**config.mk**
```make
export PLATFORM = sky130hd
export DESIGN_NAME = frame_packer
export DESIGN_NICKNAME = d
export VERILOG_FILES = /design/src/rtl/frame_packer_pkg.sv /design/src/rtl/frame_packer_sync_fifo.sv /design/src/rtl/frame_packer.sv
export SDC_FILE = /design/constraint.sdc
export NUM_CORES = 1
export LEC_CHECK = 0
export ABC_CLOCK_PERIOD_IN_PS = 4300
export CAP_MARGIN = 20
export CORE_AREA = 4 4 277 279
export DETAILED_ROUTE_END_ITERATION = 7
export DIE_AREA = 0 0 281 283
export GPL_ROUTABILITY_DRIVEN = 0
export PLACE_DENSITY_LB_ADDON = 0.2
export REMOVE_ABC_BUFFERS = 1
export SLEW_MARGIN = 10
export SYNTH_ARGS = -nofsm -noshare
export SYNTH_HDL_FRONTEND = slang
export SYNTH_SLANG_ARGS = --single-unit
```
**constraint.sdc**
```tcl
create_clock -name clk -period 4.3 [get_ports clk]
set_clock_uncertainty 0.05 [all_clocks]
set_input_delay 0.86 -clock clk [delete_from_list [all_inputs] [get_ports clk]]
set_output_delay 0.86 -clock clk [all_outputs]
set_load 0.03 [all_outputs]
```
**src/rtl/frame_packer_pkg.sv**
```systemverilog
// Shared types and header packing for the frame packer.
package frame_packer_pkg;

  typedef enum logic [1:0] {
    ST_IDLE,
    ST_HEADER,
    ST_PAYLOAD,
    ST_TRAILER
  } state_e;

  localparam logic [15:0] SYNC_WORD_DEFAULT = 16'hA5A5;
  localparam int unsigned HDR_CNT_W         = 16;

  function automatic logic [31:0] pack_header(input logic [15:0] sync,
                                              input logic [HDR_CNT_W-1:0] cnt);
    return {sync, cnt};
  endfunction

endpackage

```
**src/rtl/frame_packer_sync_fifo.sv**
```systemverilog
// Single-clock first-word-fall-through FIFO with occupancy count.
module sync_fifo #(
  parameter int unsigned WIDTH = 32,
  parameter int unsigned DEPTH = 32
) (
  input  logic                       clk,
  input  logic                       rst_n,
  input  logic                       wr_en_i,
  input  logic [WIDTH-1:0]           wr_data_i,
  input  logic                       rd_en_i,
  output logic [WIDTH-1:0]           rd_data_o,
  output logic [$clog2(DEPTH):0]     count_o
);

  localparam int unsigned AW = $clog2(DEPTH);
  localparam int unsigned CW = AW + 1;

  logic [WIDTH-1:0] mem_q [DEPTH];
  logic [AW-1:0]    wr_ptr_q, rd_ptr_q;
  logic [CW-1:0]    count_q;
  logic             wr_ok, rd_ok;

  assign wr_ok = wr_en_i && (count_q != CW'(DEPTH));
  assign rd_ok = rd_en_i && (count_q != '0);

  always_ff @(posedge clk) begin
    if (wr_ok) mem_q[wr_ptr_q] <= wr_data_i;
  end

  // Pointers wrap naturally because DEPTH is a power of two.
  always_ff @(posedge clk or negedge rst_n) begin
    if (!rst_n) begin
      wr_ptr_q <= '0;
      rd_ptr_q <= '0;
      count_q  <= '0;
    end else begin
      if (wr_ok) wr_ptr_q <= wr_ptr_q + AW'(1);
      if (rd_ok) rd_ptr_q <= rd_ptr_q + AW'(1);
      unique case ({wr_ok, rd_ok})
        2'b10:   count_q <= count_q + CW'(1);
        2'b01:   count_q <= count_q - CW'(1);
        default: count_q <= count_q;
      endcase
    end
  end

  assign rd_data_o = mem_q[rd_ptr_q];
  assign count_o   = count_q;

endmodule

```
**src/rtl/frame_packer.sv**
```systemverilog
// Groups buffered words into header / payload / XOR-trailer frames on a valid/ready stream.
module frame_packer
  import frame_packer_pkg::*;
#(
  parameter int unsigned PAYLOAD_LEN = 16,
  parameter int unsigned FIFO_DEPTH  = 32,
  parameter logic [15:0] SYNC_WORD   = SYNC_WORD_DEFAULT
) (
  input  logic        clk,
  input  logic        rst_n,
  input  logic [31:0] din,
  input  logic        din_valid,
  output logic [31:0] m_data,
  output logic        m_valid,
  input  logic        m_ready,
  output logic        m_last,
  output logic [15:0] frame_cnt,
  output logic        overflow,
  input  logic        clr_ovf
);

  localparam int unsigned CW = $clog2(FIFO_DEPTH) + 1;
  localparam int unsigned BW = $clog2(PAYLOAD_LEN + 1);

  state_e               state_q, state_d;
  logic [31:0]          m_data_q, m_data_d;
  logic                 m_valid_q, m_valid_d;
  logic                 m_last_q, m_last_d;
  logic [31:0]          chk_q, chk_d;
  logic [BW-1:0]        beat_q, beat_d;
  logic [HDR_CNT_W-1:0] frame_cnt_q, frame_cnt_d;
  logic                 overflow_q, overflow_d;

  logic [31:0]   fifo_head;
  logic [CW-1:0] fifo_count, buf_count;
  logic          full, wr_en, drop, pop, load, have_frame;

  // The payload word sitting in the output register still counts as buffered
  // until its handshake, so occupancy matches pop-on-handshake semantics.
  assign buf_count  = fifo_count + {{(CW-1){1'b0}}, state_q == ST_PAYLOAD};
  assign full       = buf_count >= CW'(FIFO_DEPTH);
  assign wr_en      = din_valid && !full;
  assign drop       = din_valid && full;
  assign have_frame = buf_count >= CW'(PAYLOAD_LEN);
  assign load       = !m_valid_q || m_ready;

  sync_fifo #(
    .WIDTH (32),
    .DEPTH (FIFO_DEPTH)
  ) u_fifo (
    .clk       (clk),
    .rst_n     (rst_n),
    .wr_en_i   (wr_en),
    .wr_data_i (din),
    .rd_en_i   (pop),
    .rd_data_o (fifo_head),
    .count_o   (fifo_count)
  );

  always_comb begin
    state_d     = state_q;
    m_data_d    = m_data_q;
    m_valid_d   = m_valid_q;
    m_last_d    = m_last_q;
    chk_d       = chk_q;
    beat_d      = beat_q;
    frame_cnt_d = frame_cnt_q;
    pop         = 1'b0;
    overflow_d  = drop ? 1'b1 : (clr_ovf ? 1'b0 : overflow_q);

    // Outside IDLE, m_valid is high, so load implies a handshake.
    if (load) begin
      unique case (state_q)
        ST_IDLE: begin
          m_valid_d = 1'b0;
          m_last_d  = 1'b0;
          if (have_frame) begin
            state_d   = ST_HEADER;
            m_data_d  = pack_header(SYNC_WORD, frame_cnt_q);
            m_valid_d = 1'b1;
          end
        end
        ST_HEADER: begin
          state_d  = ST_PAYLOAD;
          m_data_d = fifo_head;
          chk_d    = chk_q ^ fifo_head;
          beat_d   = BW'(1);
          pop      = 1'b1;
        end
        ST_PAYLOAD: begin
          if (beat_q == BW'(PAYLOAD_LEN)) begin
            state_d  = ST_TRAILER;
            m_data_d = chk_q;
            m_last_d = 1'b1;
          end else begin
            m_data_d = fifo_head;
            chk_d    = chk_q ^ fifo_head;
            beat_d   = beat_q + BW'(1);
            pop      = 1'b1;
          end
        end
        ST_TRAILER: begin
          frame_cnt_d = frame_cnt_q + 16'd1;
          chk_d       = '0;
          m_last_d    = 1'b0;
          if (have_frame) begin
            state_d  = ST_HEADER;
            m_data_d = pack_header(SYNC_WORD, frame_cnt_d);
          end else begin
            state_d   = ST_IDLE;
            m_data_d  = '0;
            m_valid_d = 1'b0;
          end
        end
        default: state_d = ST_IDLE;
      endcase
    end
  end

  always_ff @(posedge clk or negedge rst_n) begin
    if (!rst_n) begin
      state_q     <= ST_IDLE;
      m_data_q    <= '0;
      m_valid_q   <= 1'b0;
      m_last_q    <= 1'b0;
      chk_q       <= '0;
      beat_q      <= '0;
      frame_cnt_q <= '0;
      overflow_q  <= 1'b0;
    end else begin
      state_q     <= state_d;
      m_data_q    <= m_data_d;
      m_valid_q   <= m_valid_d;
      m_last_q    <= m_last_d;
      chk_q       <= chk_d;
      beat_q      <= beat_d;
      frame_cnt_q <= frame_cnt_d;
      overflow_q  <= overflow_d;
    end
  end

  assign m_data    = m_data_q;
  assign m_valid   = m_valid_q;
  assign m_last    = m_last_q;
  assign frame_cnt = frame_cnt_q;
  assign overflow  = overflow_q;

endmodule
```
---- Word level (Yosys, flattened, before mapping) ----
Memories as Yosys holds them, arrays and structs flattened.
Index checks and enable logic that the tools add are counted.
cells by class
  add/sub/neg operators ................... 7
  $lt $le $gt $ge ......................... 2
  equal/unequal tests ..................... 11
  multiplexer cells ....................... 25
  bitwise logic cells ..................... 1
  reductions and logical operators ........ 23
operators with widths
  kind                                                  count
  two-way mux 32 bit                                    4
  case mux 32 bit (4 select lines)                      1
  case mux 32 bit (3 select lines)                      1
  bitwise XOR 32 bit                                    1
  adder 16 x 1 -> 16 bit (second input constant)        1
  adder 5 x 1 -> 5 bit (second input constant)          3
  AND reduction 3 bit                                   5
  case mux 6 bit (2 select lines)                       1
  two-way mux 1 bit                                     10
  case mux 5 bit (2 select lines)                       1
  nonzero test 2 bit                                    5
  case mux 2 bit (4 select lines)                       1
  adder 6 x 1 -> 6 bit                                  1
  adder 6 x 1 -> 6 bit (second input constant)          1
  equality test 2 bit (second input constant)           3
  >= comparator 6 x 5 -> 1 bit (second input constant)  1
  >= comparator 6 bit (second input constant)           1
  != test 2 bit (second input constant)                 3
  != test 6 bit (second input constant)                 1
  case mux 1 bit (2 select lines)                       3
  nonzero test 6 bit                                    1
  subtractor 6 x 1 -> 6 bit (second input constant)     1
  equality test 5 bit (second input constant)           1
  two-way mux 5 bit                                     1
  10 further kinds                                      17
word-level totals
  flip-flop bits (word level) ............. 106
  bits in writable memories ............... 1,024
  output and inout port bits .............. 51
  memories ................................ 1
memories
  name          depth  bits a word  read ports  clocked after memory_dff  wr ports  RTL line                      text
  u_fifo.mem_q  32     32           1           0                         1         frame_packer_sync_fifo.sv:18  logic [WIDTH-1:0] mem_q [DEPTH];

---- Logic depth before layout (Yosys ltp) ----
  depth after elaboration ................. 8
  depth in mapped cells ................... 14
  mapped depth without buffers ............ 14

---- Hierarchy ----
A second synthesis with hierarchy kept.
second synthesis, totals
  cells, all modules ...................... 2,325
  area total of the unflattened synthesis .. 44,766.7 um^2
modules (own cells, without submodules)
  module        instances  cells an instance  area each (um^2)  seq. area each (um^2)
  sync_fifo     1          1,806              39,826.9          31,149.9
  frame_packer  1          519                4,939.7           2,252.2

---- Least setup slack after synthesis ----
OpenSTA, ideal clock, no wires.
  path type ............................... register to register
  start point ............................. reg state_q[0]
  end point ............................... mem u_fifo.mem_q[31][0] (enable)
  setup time .............................. 0.421 ns
  data arrival time ....................... 3.284 ns
  setup slack ............................. 0.545 ns
  stages on the path, launching flop included .. 8
  path buffers ............................ 1
  period minus slack after synthesis ...... 3.755 ns
  path through ............................ dfrtp_1 > inv_1 > ha_1 > and2_1 > a31oi_1 > or4b_2 > clkbuf_1 > nor2_1
between the ends
  cells in the longest elaborated chain, start to end .. 8
RTL lines
  item                                     RTL line                      text
  from (decl)                              frame_packer.sv:25            state_e state_q, state_d;
  from (signal assigned)                   frame_packer.sv:131           state_q <= state_d;
  equality test 2 bit                      frame_packer.sv:40            assign buf_count = fifo_count + {{(CW-1){1'b0}}, state_q == ST_PAYLOAD};
  adder 6 x 1 -> 6 bit                     frame_packer.sv:40
  >= comparator 6 bit                      frame_packer.sv:41            assign full = buf_count >= CW'(FIFO_DEPTH);
  zero test 1 bit                          frame_packer.sv:42            assign wr_en = din_valid && !full;
  logical AND 1 bit                        frame_packer.sv:42
  logical AND 1 bit                        frame_packer_sync_fifo.sv:23  assign wr_ok = wr_en_i && (count_q != CW'(DEPTH));
  two-way mux 1 bit                        frame_packer_sync_fifo.sv:27  if (wr_ok) mem_q[wr_ptr_q] <= wr_data_i;
  two-way mux 1 bit (not written as such)  frame_packer_sync_fifo.sv:27
  to (decl)                                frame_packer_sync_fifo.sv:18
Every way passes these cells.

---- Worst setup path after layout ----
  start point ............................. reg state_q[0]
  end point ............................... mem u_fifo.mem_q[23][25] (enable)
Same word-level chain as after synthesis.

==> run summary <==
=================================================================================
Gate count of the mapped netlist ...................................         2510
Total buffers and inverters traversed by the critical path .........            2
Number of hold buffers added after CTS .............................            0
Port buffer count ..................................................           87
Proportion of synthesized chip area in sequential cells ............        73.3%
Die Width ..........................................................       281 µm
Estimated wirelength of the detail-placed design ...................      72.5 mm
Async SR Flop Fraction .............................................        9.38%
Synthesized area per cell ..........................................     18.2 µm²
Portion of synthesized cell area occupied by the leading cell type .        67.4%
CP Cell Sequence ................................................... inv_1 -> ha_1 -> and2_1 -> a31oi_1 -> or4b_2 -> nor2_4 -> buf_4
Avg Vias per Cell ..................................................         6.98
Floorplan die area .................................................    79500 µm²
Startpoint Class ...................................................     register
Kind of end point of the critical path .............................     register
First-pass GRT wire length .........................................       176 mm
Overall via count from detail_route ................................        26300
Post-layout worst setup margin .....................................     0.624 ns
Data arrival time of the worst path ................................      3.93 ns
Highest-delay cell along the critical path .........................       or4b_2
Num CTS Buffers ....................................................          108
Total Power Consumption ............................................      34.4 mW
Net total in the final layout ......................................         2760
Core outline area ..................................................    74200 µm²
Measured slew at the worst slew-check pin ..........................      1.13 ns
Vertical extent of the die .........................................       283 µm
Instance area after placement ......................................    48400 µm²
Setup TNS ..........................................................         0 ns
Number of remaining DRC errors .....................................            0
Dpl ws .............................................................     0.618 ns
Residual antenna-violating net count after detailed routing ........            0
Starting utilization of the core area ..............................        61.5%
TritonCTS sink count ...............................................         1130
Number of global-route vias before repair ..........................        26500
Global route total overflow ........................................            0
Setup fix buffers added after clock tree synthesis .................            0
Worst relative slew slack ..........................................        24.9%
Area taken by multi-input logic gates ..............................    11500 µm²
Cell family with most CP delay ..................................... simple AND/OR/NAND/NOR gates
Sum of routed wire length over all layers ..........................       120 mm
Top library cells by usage in the layout, fill and taps aside ...... 1024 x edfxtp_1, 212 x mux2i_1, 155 x mux4_2, 112 x buf_4
Outcome ............................................................ finished, final reports clean
Reg2Reg Setup Slack ................................................      0.62 ns
Setup repair after global routing missed its margin ................        false
Highest clock rate .................................................      272 MHz
Fraction of layout cells with a size suffix above 1 ................        18.5%
Critical register-to-register path endpoint ........................ u_fifo.mem_q[23][25]
Number of failing setup endpoints in the final timing report .......            0
Post-synth top area cell ...........................................     edfxtp_1
Max-slew violation count ...........................................            0
Initial antenna violation count ....................................            2
Cts repair resizes .................................................            0
Number of failing hold endpoints at the final stage ................            0
Routed len/inst ....................................................      31.9 µm
CTS tree ...........................................................          yes
Row Count ..........................................................          100
Tot GR Track Use ...................................................        30.2%
Top-level I/O count ................................................           88
Largest stage delay on the critical path ...........................      1.00 ns
Worst Setup Path Type .............................................. register to register
Maximum clock path buffer count ....................................            3
Type of the worst min-delay path ................................... input pin to asynchronous set/reset pin
Post-synthesis sequential element count ............................         1130
Final standard cell utilization of the core ........................        70.2%
Crit Reg-Reg Startpoint ............................................   state_q[0]
Combined area of all synthesized cells .............................    45600 µm²
Drt pass-1 iters ...................................................            6
Predominant post-synthesis flop cell ...............................     edfxtp_1
Distinct cell type count of the synthesized netlist ................           74
Top cells by area in the synthesized netlist ....................... edfxtp_1 67%, mux4_2 7.7%, dfrtp_1 5.8%
Max Cap Violations .................................................            0
Pin count of the biggest net entering global routing ...............           82
Sequential cell area in the final layout ...........................    33400 µm²
Leading cell type in the layout, fill and taps excluded ............     edfxtp_1
Clk slew on worst S/H paths ........................................      0.06 ns
Min Clock Period, post-route .......................................      3.68 ns
Crit Path Max Fanout ...............................................           32
Period utilization .................................................        85.5%
Power per cell area ................................................   660 nW/µm²
Fill count .........................................................         4508
Syn. warnings ......................................................            0
CTS Root Buffer Type ...............................................    clkbuf_16
Syn-to-layout area delta ...........................................        14.2%
Leakage Power ......................................................      17.5 nW
Maximum VDD drop ...................................................       388 µV
R2r worst-path depth ...............................................            7
Deepest level of the CTS H-tree ....................................            3
Iteration-0 DRC Markers ............................................         3535
Clock latency of the later-clocked register in the worst-skew pair .      0.69 ns
Worst path required time ...........................................      4.55 ns
Post-synth EDFFs ...................................................         1024
Cell area after layout .............................................    52100 µm²
=================================================================================
report_power, final:
group,switching [mW],internal [mW]
Sequential,0.972,12.8
Clock,4.05,5.23
Combinational,6.83,4.53
Total,11.9,22.5
flip-flops by register name (all words and copies together) (netlist names), 2 cells and up:
register / count
frame_cnt: 16
u_fifo.rd_ptr_q: 5
u_fifo.count_o: 6
m_data: 32
state_q: 2
chk_q: 32
beat_q: 5
u_fifo.mem_q: 1024
u_fifo.wr_ptr_q: 5
worst max-delay path by stage:
stage / start / to / cells after the start
floorplan: u_fifo.rd_ptr_q[0] / m_data[25] / 5
global placement: m_ready / u_fifo.count_o[5] / 11
detailed placement: m_ready / u_fifo.count_o[5] / 11
CTS: state_q[0] / u_fifo.mem_q[23][18] / 7
global route: state_q[0] / u_fifo.count_o[4] / 15
finish: state_q[0] / u_fifo.mem_q[23][25] / 7
layer usage:
metal	track usage, %	part of all wire, %	vias up
li1	-	-	10700
met1	44.0	39	13600
met2	46.2	47	1717
met3	7.07	11	278
met4	9.68	3.2	2
met5	0	0.016	-
cells in the mapped netlist (all sizes together) (5+ instances only):
master   instances
edfxtp        1024
mux2i          212
mux4           155
nand2          111
dfrtp          106
buf             83
nor2            75
clkbuf          64
o22ai           61
a211o           37
a211oi          35
nand2b          33
inv             32
nor3            32
nand4           27
a21oi           26
o311ai          26
or3             24
xnor2           23
o221ai          21
o211ai          20
a22oi           18
ha              18
o2111ai         18
o21ai           18
o22a            18
a31oi           16
a32oi           15
a22o            14
nand3           14
xor2            14
nor2b           10
or4             10
a2111oi          9
a221oi           9
and3             7
nand3b           7
a32o             6
nor3b            6
nor4             6
and4b            5
nand4b           5
per-stage QoR:
step / instances / hold WS (ns)
final: 3768 / 0.198
after global routing: 3767 / 0.249
after CTS: 3755 / 0.222
after detailed placement: 3551 / 0.450
after global placement: 3549 / 0.451
after floorplan: 2363 / 0.448
final cells by class:
class / instances / share of cell area, %
inverter: 32 / 0.231
antenna: 1 / 0.00481
clock inverter: 47 / 0.841
tap: 969 / 2.33
clock buffer: 157 / 5.84
sequential: 1130 / 64.2
timing repair buffer: 231 / 4.47
multi-input combinational: 1201 / 22.1
logic make-up (layout without fill, tap and decap cells):
group | count (synthesis) | after routing | share of synthesized area [%]
buffers and inverters | 179 | 467 | 2.16
other | 0 | 1 | 0
AO/OA/AOI/OAI | 388 | 388 | 6.58
multiplexers | 369 | 369 | 12.4
adder cells (fa/ha/maj) | 19 | 19 | 0.538
flip-flops | 1130 | 1130 | 73.3
AND/OR/NAND/NOR | 388 | 388 | 4.40
XOR/XNOR | 37 | 37 | 0.711
Note: power is estimated with default switching activity, not from simulation.
